File: config.mk
export PLATFORM = sky130hd
export DESIGN_NAME = hit_pulse_gen
export DESIGN_NICKNAME = d
export VERILOG_FILES = /design/src/rtl/gg_fpga.sv /design/src/rtl/hit_pulse_gen.sv
export SDC_FILE = /design/constraint.sdc
export NUM_CORES = 1
export LEC_CHECK = 0
export BUFFER_PORTS_ARGS = -buffer_cell sky130_fd_sc_hd__buf_2
export CORE_AREA = 2 2 80 82
export CTS_BUF_LIST = sky130_fd_sc_hd__clkbuf_4
export DETAILED_ROUTE_END_ITERATION = 6
export DIE_AREA = 0 0 82 84
export PLACE_DENSITY_LB_ADDON = 0.15
export SLEW_MARGIN = 15
export SYNTH_ARGS = -nofsm -noshare
export SYNTH_HDL_FRONTEND = slang
export SYNTH_SLANG_ARGS = --single-unit
File: constraint.sdc
create_clock -name clk -period 3.44 [get_ports clk]
set_clock_uncertainty 0.05 [all_clocks]
set_input_delay 0.172 -clock clk [delete_from_list [all_inputs] [get_ports clk]]
set_output_delay 0.172 -clock clk [all_outputs]
set_load 0.03 [all_outputs]
File: src/rtl/gg_fpga.sv
// Shared FPGA type definitions: trigger/hitting mode selectors and the
// state encoding of the hit pulse generator.
package gg_fpga;

  typedef enum logic {
    STATIC      = 1'b0,
    BOUNCE_BACK = 1'b1
  } trigger_mode_t;

  typedef enum logic {
    MANUAL         = 1'b0,
    AUTO_HIT_WIDTH = 1'b1
  } hitting_mode_t;

  typedef enum logic [1:0] {
    IDLE   = 2'd0,
    HIT    = 2'd1,
    GAP    = 2'd2,
    RETURN = 2'd3
  } hit_state_t;

  localparam logic [15:0] HIT_COUNT_MAX = 16'hFFFF;

endpackage

File: src/rtl/hit_pulse_gen.sv
// Hit pulse generator: rising edge on trig_in launches a hit, optionally
// followed by a gap and a return hit. Define HIT_PULSE_GEN_COUNTER_EN for hit_count.
module hit_pulse_gen
  import gg_fpga::*;
#(
  parameter int WIDTH_W = 16
) (
  input  logic               clk,
  input  logic               rst,
  input  trigger_mode_t      trigger_mode,
  input  hitting_mode_t      hitting_mode,
  input  logic [WIDTH_W-1:0] hit_width,
  input  logic               trig_in,
  output logic               hit_out,
  output logic               bounce_out,
  output logic               busy,
  output logic               dropped
`ifdef HIT_PULSE_GEN_COUNTER_EN
  ,
  output logic [15:0]        hit_count
`endif
);

  hit_state_t         state_q;
  trigger_mode_t      trig_mode_q;
  hitting_mode_t      hit_mode_q;
  logic [WIDTH_W-1:0] width_q;
  logic [WIDTH_W-1:0] cnt_q;
  logic               trig_q;
  logic               hit_out_q;
  logic               bounce_out_q;
  logic               busy_q;
  logic               dropped_q;

  logic               rise;
  logic [WIDTH_W-1:0] width_eff;
  logic               cnt_last;
  logic               hit_done;

  assign rise      = trig_in & ~trig_q;
  // A zero width would never terminate the down-counter, so it is promoted to 1.
  assign width_eff = (hit_width == '0) ? WIDTH_W'(1) : hit_width;
  assign cnt_last  = (cnt_q == WIDTH_W'(1));
  assign hit_done  = (hit_mode_q == MANUAL) ? ~trig_in : cnt_last;

  always_ff @(posedge clk or posedge rst) begin
    if (rst) begin
      state_q      <= IDLE;
      trig_mode_q  <= STATIC;
      hit_mode_q   <= MANUAL;
      width_q      <= '0;
      cnt_q        <= '0;
      trig_q       <= 1'b1;
      hit_out_q    <= 1'b0;
      bounce_out_q <= 1'b0;
      busy_q       <= 1'b0;
      dropped_q    <= 1'b0;
    end else begin
      trig_q    <= trig_in;
      dropped_q <= rise && (state_q != IDLE);
      case (state_q)
        IDLE: begin
          if (rise) begin
            trig_mode_q <= trigger_mode;
            hit_mode_q  <= hitting_mode;
            width_q     <= width_eff;
            cnt_q       <= width_eff;
            state_q     <= HIT;
            hit_out_q   <= 1'b1;
            busy_q      <= 1'b1;
          end
        end
        HIT: begin
          if (hit_done) begin
            hit_out_q <= 1'b0;
            if (trig_mode_q == STATIC) begin
              state_q <= IDLE;
              busy_q  <= 1'b0;
            end else begin
              state_q <= GAP;
              cnt_q   <= width_q;
            end
          end else if (hit_mode_q == AUTO_HIT_WIDTH) begin
            cnt_q <= cnt_q - WIDTH_W'(1);
          end
        end
        GAP: begin
          if (cnt_last) begin
            state_q      <= RETURN;
            cnt_q        <= width_q;
            hit_out_q    <= 1'b1;
            bounce_out_q <= 1'b1;
          end else begin
            cnt_q <= cnt_q - WIDTH_W'(1);
          end
        end
        RETURN: begin
          if (cnt_last) begin
            state_q      <= IDLE;
            hit_out_q    <= 1'b0;
            bounce_out_q <= 1'b0;
            busy_q       <= 1'b0;
          end else begin
            cnt_q <= cnt_q - WIDTH_W'(1);
          end
        end
        default: state_q <= IDLE;
      endcase
    end
  end

  assign hit_out    = hit_out_q;
  assign bounce_out = bounce_out_q;
  assign busy       = busy_q;
  assign dropped    = dropped_q;

`ifdef HIT_PULSE_GEN_COUNTER_EN
  logic [15:0] hit_count_q;

  always_ff @(posedge clk or posedge rst) begin
    if (rst) begin
      hit_count_q <= '0;
    end else if ((state_q == IDLE) && rise && (hit_count_q != HIT_COUNT_MAX)) begin
      hit_count_q <= hit_count_q + 16'd1;
    end
  end

  assign hit_count = hit_count_q;
`endif

endmodule
==> metrics.txt, run 1 <==
outcome completed; Sequential Area 1030 sq um; most frequent cells in the layout dfrtp_1 (40), buf_2 (24), o21ai_0 (21); Post-CTS Setup Bufs 0; core area 6100 sq um; R2R depth 8; VDD IR max 0.000381 V; fmax 0.395 GHz; kind of critical path reg -> reg; Netlist cell types 65; routability cong. 0.803; die span in x 82 microns; dominant synthesized flop cell dfrtp_1; worst-path maximum fanout 12; clk buf depth 2; RSZ-0062 raised after global routing no; Clock Latency Late Sink 360 ps; Max-Slew Margin vs Limit 45.0%; Initial Util 40.4%; antenna cells 0; H-tree Lvls 2; HPWL after DPL 4380 microns; Hold WC Path Type in -> reg; warnings from Yosys 0; largest net degree at the start of global routing 42; cell area after synthesis 2460 sq um; Worst R2R Setup Slack 910 ps; Critical Path Sink Type register; Multi-input gate area 1320 sq um; static leakage 0.00113 uW; total CTS buffers 5; share of layout cells above drive strength 1 24.6%; DRT antenna net count 0; Setup Viol. Count Final 0; Final Cycle Share 73.6%; synthesized net count 272; startpoint types register; final global-route overflow total 0; vias in the first global route 2,031; post-synth top area share 40.7%; initial antenna violation count 0; CTS tree yes; fillers 613; DRC errors left 0; Slew Limit Fails 0; Seq/Total Area, Yosys 41.7%; Syn Inst Count 249; clock-pin slew of the registers on the worst-case setup and hold paths 140 ps; synth top area cells dfrtp_1 (41%), mux2_2 (6.9%), o21ai_0 (4.3%); Post-synth EDFFs 0; Synth Register Bits 41; Port Buffer Count 24; slew of the pin with the lowest slew margin 822 ps; final setup TNS 0 ps; Routed WL per cell 17.8 microns; Root Driver clkbuf_4; final WL 6300 microns; Cell Rows 29; DR iter-0 viols 97; hold_ws 12.4 ps; total track usage 20.6%; hold path depth 2; area grow syn2layout 13.0%; Hold Vio Cnt, Final 0; ys async rst share 100%; most common cell after layout, fill and taps aside dfrtp_1; cell taking the most area after synthesis dfrtp_1; Syn Area/Cell 9.89 sq um; MaxCap Viol Count 0; first-pass GRT wire length 10,900 microns; DR vias/cell 5.87; DRT Pass-1 Iters 4; Worst Path Arrival 2750 ps; total I/O pin count 25; chip height 84 microns; CP required 3660 ps; routed vias 2,071; die area 6890 sq um; nets 298; Pwr Density 861 nW/um^2; minimum clock period 2530 ps; Sinks on Clock Net 41
## power by group
part	switching, uW	internal (uW)	total, uW
sequential	278	713	991
combinational	531	480	1010
clock	167	225	392
## layer usage
metal  part of all wire, %  vias up  track usage [%]  routed length (microns)
li1                      -      995                -                        -
met1                    47     1017             30.1                     2970
met2                    47       50             30.6                     2990
met3                   4.1        9             4.11                      256
met4                   1.2        0             5.61                       78
met5                     0        -                0                        0
## state kept, by name (all words and copies together), names as in the netlist, named ones only
signal / flops
busy: 1
bounce_out: 1
width_q: 16
hit_out: 1
state_q: 1
trig_q: 1
cnt_q: 16
hit_mode_q: 1
dropped: 1
trig_mode_q: 1
## what timing repair did
item,CTS,global route
gates resized for setup,0,0
endpoints found under the setup margin,0,0
endpoints found under the hold margin,44,0
hold buffers,5,0
## worst max-delay path: stages, from the launching register on
cell       delay (ps)
dfrtp_1           420
inv_1             100
ha_1              160
nor3b_1           290
nand4_2           360
a21oi_1           320
or2_1             400
o21ai_0           180
o2bb2ai_1         160
## cell usage after synthesis (4+ instances only)
| cell | instances |
|---|---|
| clkbuf_1 | 7 |
| o2bb2ai_1 | 5 |
| nor2_1 | 16 |
| nand2_1 | 15 |
| inv_1 | 11 |
| o22a_1 | 5 |
| dfrtp_1 | 40 |
| a31oi_1 | 5 |
| o21a_1 | 4 |
| nor3_1 | 7 |
| o22ai_1 | 5 |
| a21oi_1 | 13 |
| mux2_2 | 15 |
| o21ai_0 | 21 |
## through the flow
step                total power, uW  setup WS (ps)  utilization, %  cells  cell area (sq um)
CTS                            2410            902            45.6    353               2780
global route                   2600            636            45.6    353               2780
detailed placement             2000            918            43.1    340               2630
finish                         2390            908            45.6    353               2780
global placement               1980           1010            43.1    340               2630
floorplan                      1760           1410               -    249               2460
## worst paths after layout
| kind | endpoint | from |
|---|---|---|
| setup / recovery | cnt_q[14]$_DFFE_PP0P_ | cnt_q[1]$_DFFE_PP0P_ |
| hold / removal | width_q[10]$_DFFE_PP0P_ | hit_width[10] |
| setup reg to reg | cnt_q[14]$_DFFE_PP0P_ | cnt_q[1]$_DFFE_PP0P_ |
| hold reg to reg | bounce_out$_DFFE_PP0P_ | bounce_out$_DFFE_PP0P_ |
| max in group asynchronous | cnt_q[4]$_DFFE_PP0P_ | rst |
| min in group asynchronous | cnt_q[5]$_DFFE_PP0P_ | rst |
## logic make-up (layout without fill, tap and decap cells)
family | Yosys count | in the layout | synth area share (%)
AO/OA/AOI/OAI | 92 | 92 | 26.3
AND/OR/NAND/NOR | 68 | 68 | 16.7
flip-flops | 41 | 41 | 41.7
buffers and inverters | 24 | 51 | 4.57
multiplexers | 18 | 18 | 8.28
XOR/XNOR | 4 | 4 | 1.42
adder cells (fa/ha/maj) | 2 | 2 | 1.02
## layout make-up
| cell class | count | share of cell area, % |
|---|---|---|
| Timing Repair Buffer | 32 | 6.92 |
| Multi-Input combinational cell | 184 | 47.5 |
| Sequential cell | 41 | 36.9 |
| Inverter | 11 | 1.48 |
| Clock buffer | 5 | 1.35 |
| Clock inverter | 3 | 2.34 |
| Tap cell | 77 | 3.46 |
Power figures use the tool's default switching activity.
==> run 2: changes to the inputs <==
Settings changed: ABC_AREA set to 1, CORE_AREA 2 2 80 82 to 2 2 81 83, DIE_AREA 0 0 82 84 to 0 0 83 85.
Clock period 3.44 ns to 2.5 ns, I/O delays scaled along.
==> run 2 against run 1 <==
Compared with the run above:
- register-to-register slack lost 290 ps
- fmax is 35% higher
- global-route usage fell by 3.0 points
- utilization increased by 0.97 points
- largest cell class unchanged
- largest power group unchanged
- critical path type unchanged
- clock power rose by 8.9%
==> metrics.txt, run 2 <==
outcome completed (unchanged); Final Cycle Share 75.1% (was 73.6%); Hold Vio Cnt, Final 0 (unchanged); main combinational cell family by area after synthesis simple AND/OR/NAND/NOR gates (was compound AO/OA/AOI/OAI gates); die span in x 83 microns (was 82 microns); kind of critical path reg -> reg (unchanged); slew of the pin with the lowest slew margin 662 ps (was 822 ps); crit path buf inv count 1 (unchanged); family with the most delay on the worst path simple AND/OR/NAND/NOR gates (unchanged); Post-synth EDFFs 0 (unchanged); CP most frequent cell nand2_1; clock-pin slew of the registers on the worst-case setup and hold paths 110 ps (was 140 ps); DRT Pass-1 Iters 4 (unchanged); synth top area cells dfrtp_1 (40%), nand2_1 (25%), nand3_1 (5.6%) (was dfrtp_1 (41%), mux2_2 (6.9%), o21ai_0 (4.3%)); fmax 0.532 GHz (was 0.395 GHz); Syn Area/Cell 7.09 sq um (was 9.89 sq um); combinational share of power 53.0% (was 42.2%); chip height 85 microns (was 84 microns); first-pass GRT wire length 10,200 microns (was 10,900 microns); DR iter-0 viols 122 (was 97); count leader, synth nand2_1 (was dfrtp_1); antenna cells 0 (unchanged); synthesized net count 375 (was 272); Port Buffer Count 24 (unchanged); Max-Slew Margin vs Limit 55.8% (was 45.0%); slowest stage delay, CP 440 ps (was 420 ps); CTS tree yes (unchanged); DRT antenna net count 0 (unchanged); cell area after synthesis 2490 sq um (was 2460 sq um); nets 415 (was 298); crit path cell chain nor2_2, nand2_1, nor2_2, nand2_4, o21ai_4, inv_4, nand2_1, nand2_1 (was inv_1, ha_1, nor3b_1, nand4_2, a21oi_1, or2_1, o21ai_0, o2bb2ai_1); Synth Register Bits 41 (unchanged); sw power 1660 uW (was 977 uW); Overall Power 3490 uW (was 2390 uW); Syn Inst Count 352 (was 249); Setup Viol. Count Final 0 (unchanged); post-synthesis mux area share 0% (was 8.28%); Pint 1830 uW (was 1420 uW); # hold bufs at CTS 14 (was 5); Synth Area in Simple Gates 42.4% (was 16.7%); Synth Area in XOR/XNOR 4.21% (was 1.42%); Pwr Density 1210 nW/um^2 (was 861 nW/um^2); Post-synth top cells nand2_1 (163), dfrtp_1 (40), inv_1 (30), nand3_1 (28), nor2_1 (18) (was dfrtp_1 (40), o21ai_0 (21), nor2_1 (16), mux2_2 (15), nand2_1 (15)); post-synth top area share 40.1% (was 40.7%); share of layout cells above drive strength 1 16.0% (was 24.6%); sw frac 47.5% (was 40.8%); routability cong. 0.839 (was 0.803); total I/O pin count 25 (unchanged); VDD IR max 0.000451 V (was 0.000381 V); RSZ-0062 raised after global routing no (unchanged); clk buf depth 2 (unchanged); Netlist cell types 28 (was 65); initial antenna violation count 0 (unchanged); MaxCap Viol Count 0 (unchanged); warnings from Yosys 0 (unchanged); Sinks on Clock Net 41 (unchanged); worst-path maximum fanout 17 (was 12); H-tree Lvls 2 (unchanged); Slew Limit Fails 0 (unchanged); cts repair resizes 0 (unchanged); DR vias/cell 4.60 (was 5.87); Cell Rows 29 (unchanged); HPWL after DPL 4230 microns (was 4380 microns); Post-CTS Setup Bufs 0 (unchanged); Critical Path Sink Type register (unchanged); DRC errors left 0 (unchanged); final setup TNS 0 ps (unchanged); total CTS buffers 5 (unchanged); Root Driver clkbuf_4 (unchanged); Regs by FF count cnt_q x16, width_q x16 (unchanged); static leakage 0.00155 uW (was 0.00113 uW); final global-route overflow total 0 (unchanged); dominant synthesized flop cell dfrtp_1 (unchanged); die area 7060 sq um (was 6890 sq um); startpoint types register (unchanged); Crit-path slowest cell dfrtp_1 (unchanged); minimum clock period 1880 ps (was 2530 ps); Compound-Gate Fraction of Synth Area 3.61% (was 26.3%); largest net degree at the start of global routing 42 (unchanged); vias in the first global route 2,187 (was 2,031); CP required 2690 ps (was 3660 ps); Clock Latency Late Sink 340 ps (was 360 ps); Seq/Total Area, Yosys 41.2% (was 41.7%); Hold WC Path Type in -> reg (unchanged); ys async rst share 100% (unchanged); area grow syn2layout 15.9% (was 13.0%); routed vias 2,160 (was 2,071); Synth Area in Adders 1.00% (was 1.02%); most common cell after layout, fill and taps aside nand2_1 (was dfrtp_1); total track usage 17.6% (was 20.6%); most frequent cells in the layout nand2_1 (163), dfrtp_1 (40), inv_1 (30) (was dfrtp_1 (40), buf_2 (24), o21ai_0 (21)); Seq pwr share 34.8% (was 41.4%); core area 6200 sq um (was 6100 sq um); Routed WL per cell 12.0 microns (was 17.8 microns); Initial Util 40.2% (was 40.4%); Clock Power Share 12.2% (was 16.4%); Worst Path Arrival 2070 ps (was 2750 ps); final WL 5630 microns (was 6300 microns); cell taking the most area after synthesis dfrtp_1 (unchanged)
==> run 2: final timing paths <==
path,depth (start not counted),startpoint,end,slack (ps)
min,3,hit_width[11],width_q[11]$_DFFE_PP0P_,20
min reg2reg,2,hit_out$_DFFE_PP0P_,hit_out$_DFFE_PP0P_,430
min in group asynchronous,4,rst,cnt_q[2]$_DFFE_PP0P_,390
max in group asynchronous,4,rst,trig_q$_DFF_PP1_,1630
max,8,cnt_q[10]$_DFFE_PP0P_,cnt_q[1]$_DFFE_PP0P_,620
max reg2reg,8,cnt_q[10]$_DFFE_PP0P_,cnt_q[1]$_DFFE_PP0P_,620
==> run 2: power groups by stage <==
stage / logic [uW] / clock network (uW) / registers, uW
floorplan: 1500 / 0 / 1200
global placement: 1850 / 0 / 1220
detailed placement: 1830 / 0 / 1230
CTS: 1860 / 446 / 1210
global route: 2170 / 462 / 1260
finish: 1850 / 427 / 1210
==> run 2: area by class of cell <==
type / count / area [sq um]
Multi-Input combinational cell: 269 / 1280
Inverter: 34 / 130
Clock buffer: 6 / 45.0
Tap cell: 77 / 96.3
Timing Repair Buffer: 41 / 283
Clock inverter: 2 / 33.8
Sequential cell: 41 / 1030
Fill cell: 659 / 3310
==> run 2: worst reg2reg max path, stage by stage, from the launching register on <==
cell and delay [ps]:
dfrtp_1 440, nor2_2 160, nand2_1 80, nor2_2 180, nand2_4 130, o21ai_4 420
inv_4 160, nand2_1 110, nand2_1 60
==> run 2: metrics by stage <==
step | cell area (sq um) | utilization (%) | std cells | hold slack, ps | setup slack [ps]
after global placement | 2670 | 43.1 | 448 | 194 | 609
final | 2890 | 46.6 | 470 | 24.2 | 621
after detailed placement | 2670 | 43.1 | 448 | 197 | 627
after CTS | 2890 | 46.6 | 470 | 2.24 | 606
after global routing | 2890 | 46.6 | 470 | 32.2 | 386
after floorplan | 2490 | - | 352 | 79.5 | 859
==> run 2: cells by family after synthesis <==
logic type,Yosys count
and+or+nand+nor,240
AOI/OAI and AO/OA,15
adders and majority gates,2
xor gates and xnor gates,12
buffers and inverters,42
DFF,41
==> run 2: routing by layer <==
layer,GRT usage (%),wire (microns),vias to the layer above
met3,2.92,192,4
met2,26.8,2340,36
met4,5.22,61,0
met5,0,0,-
met1,25.8,3040,960
li1,-,-,1160
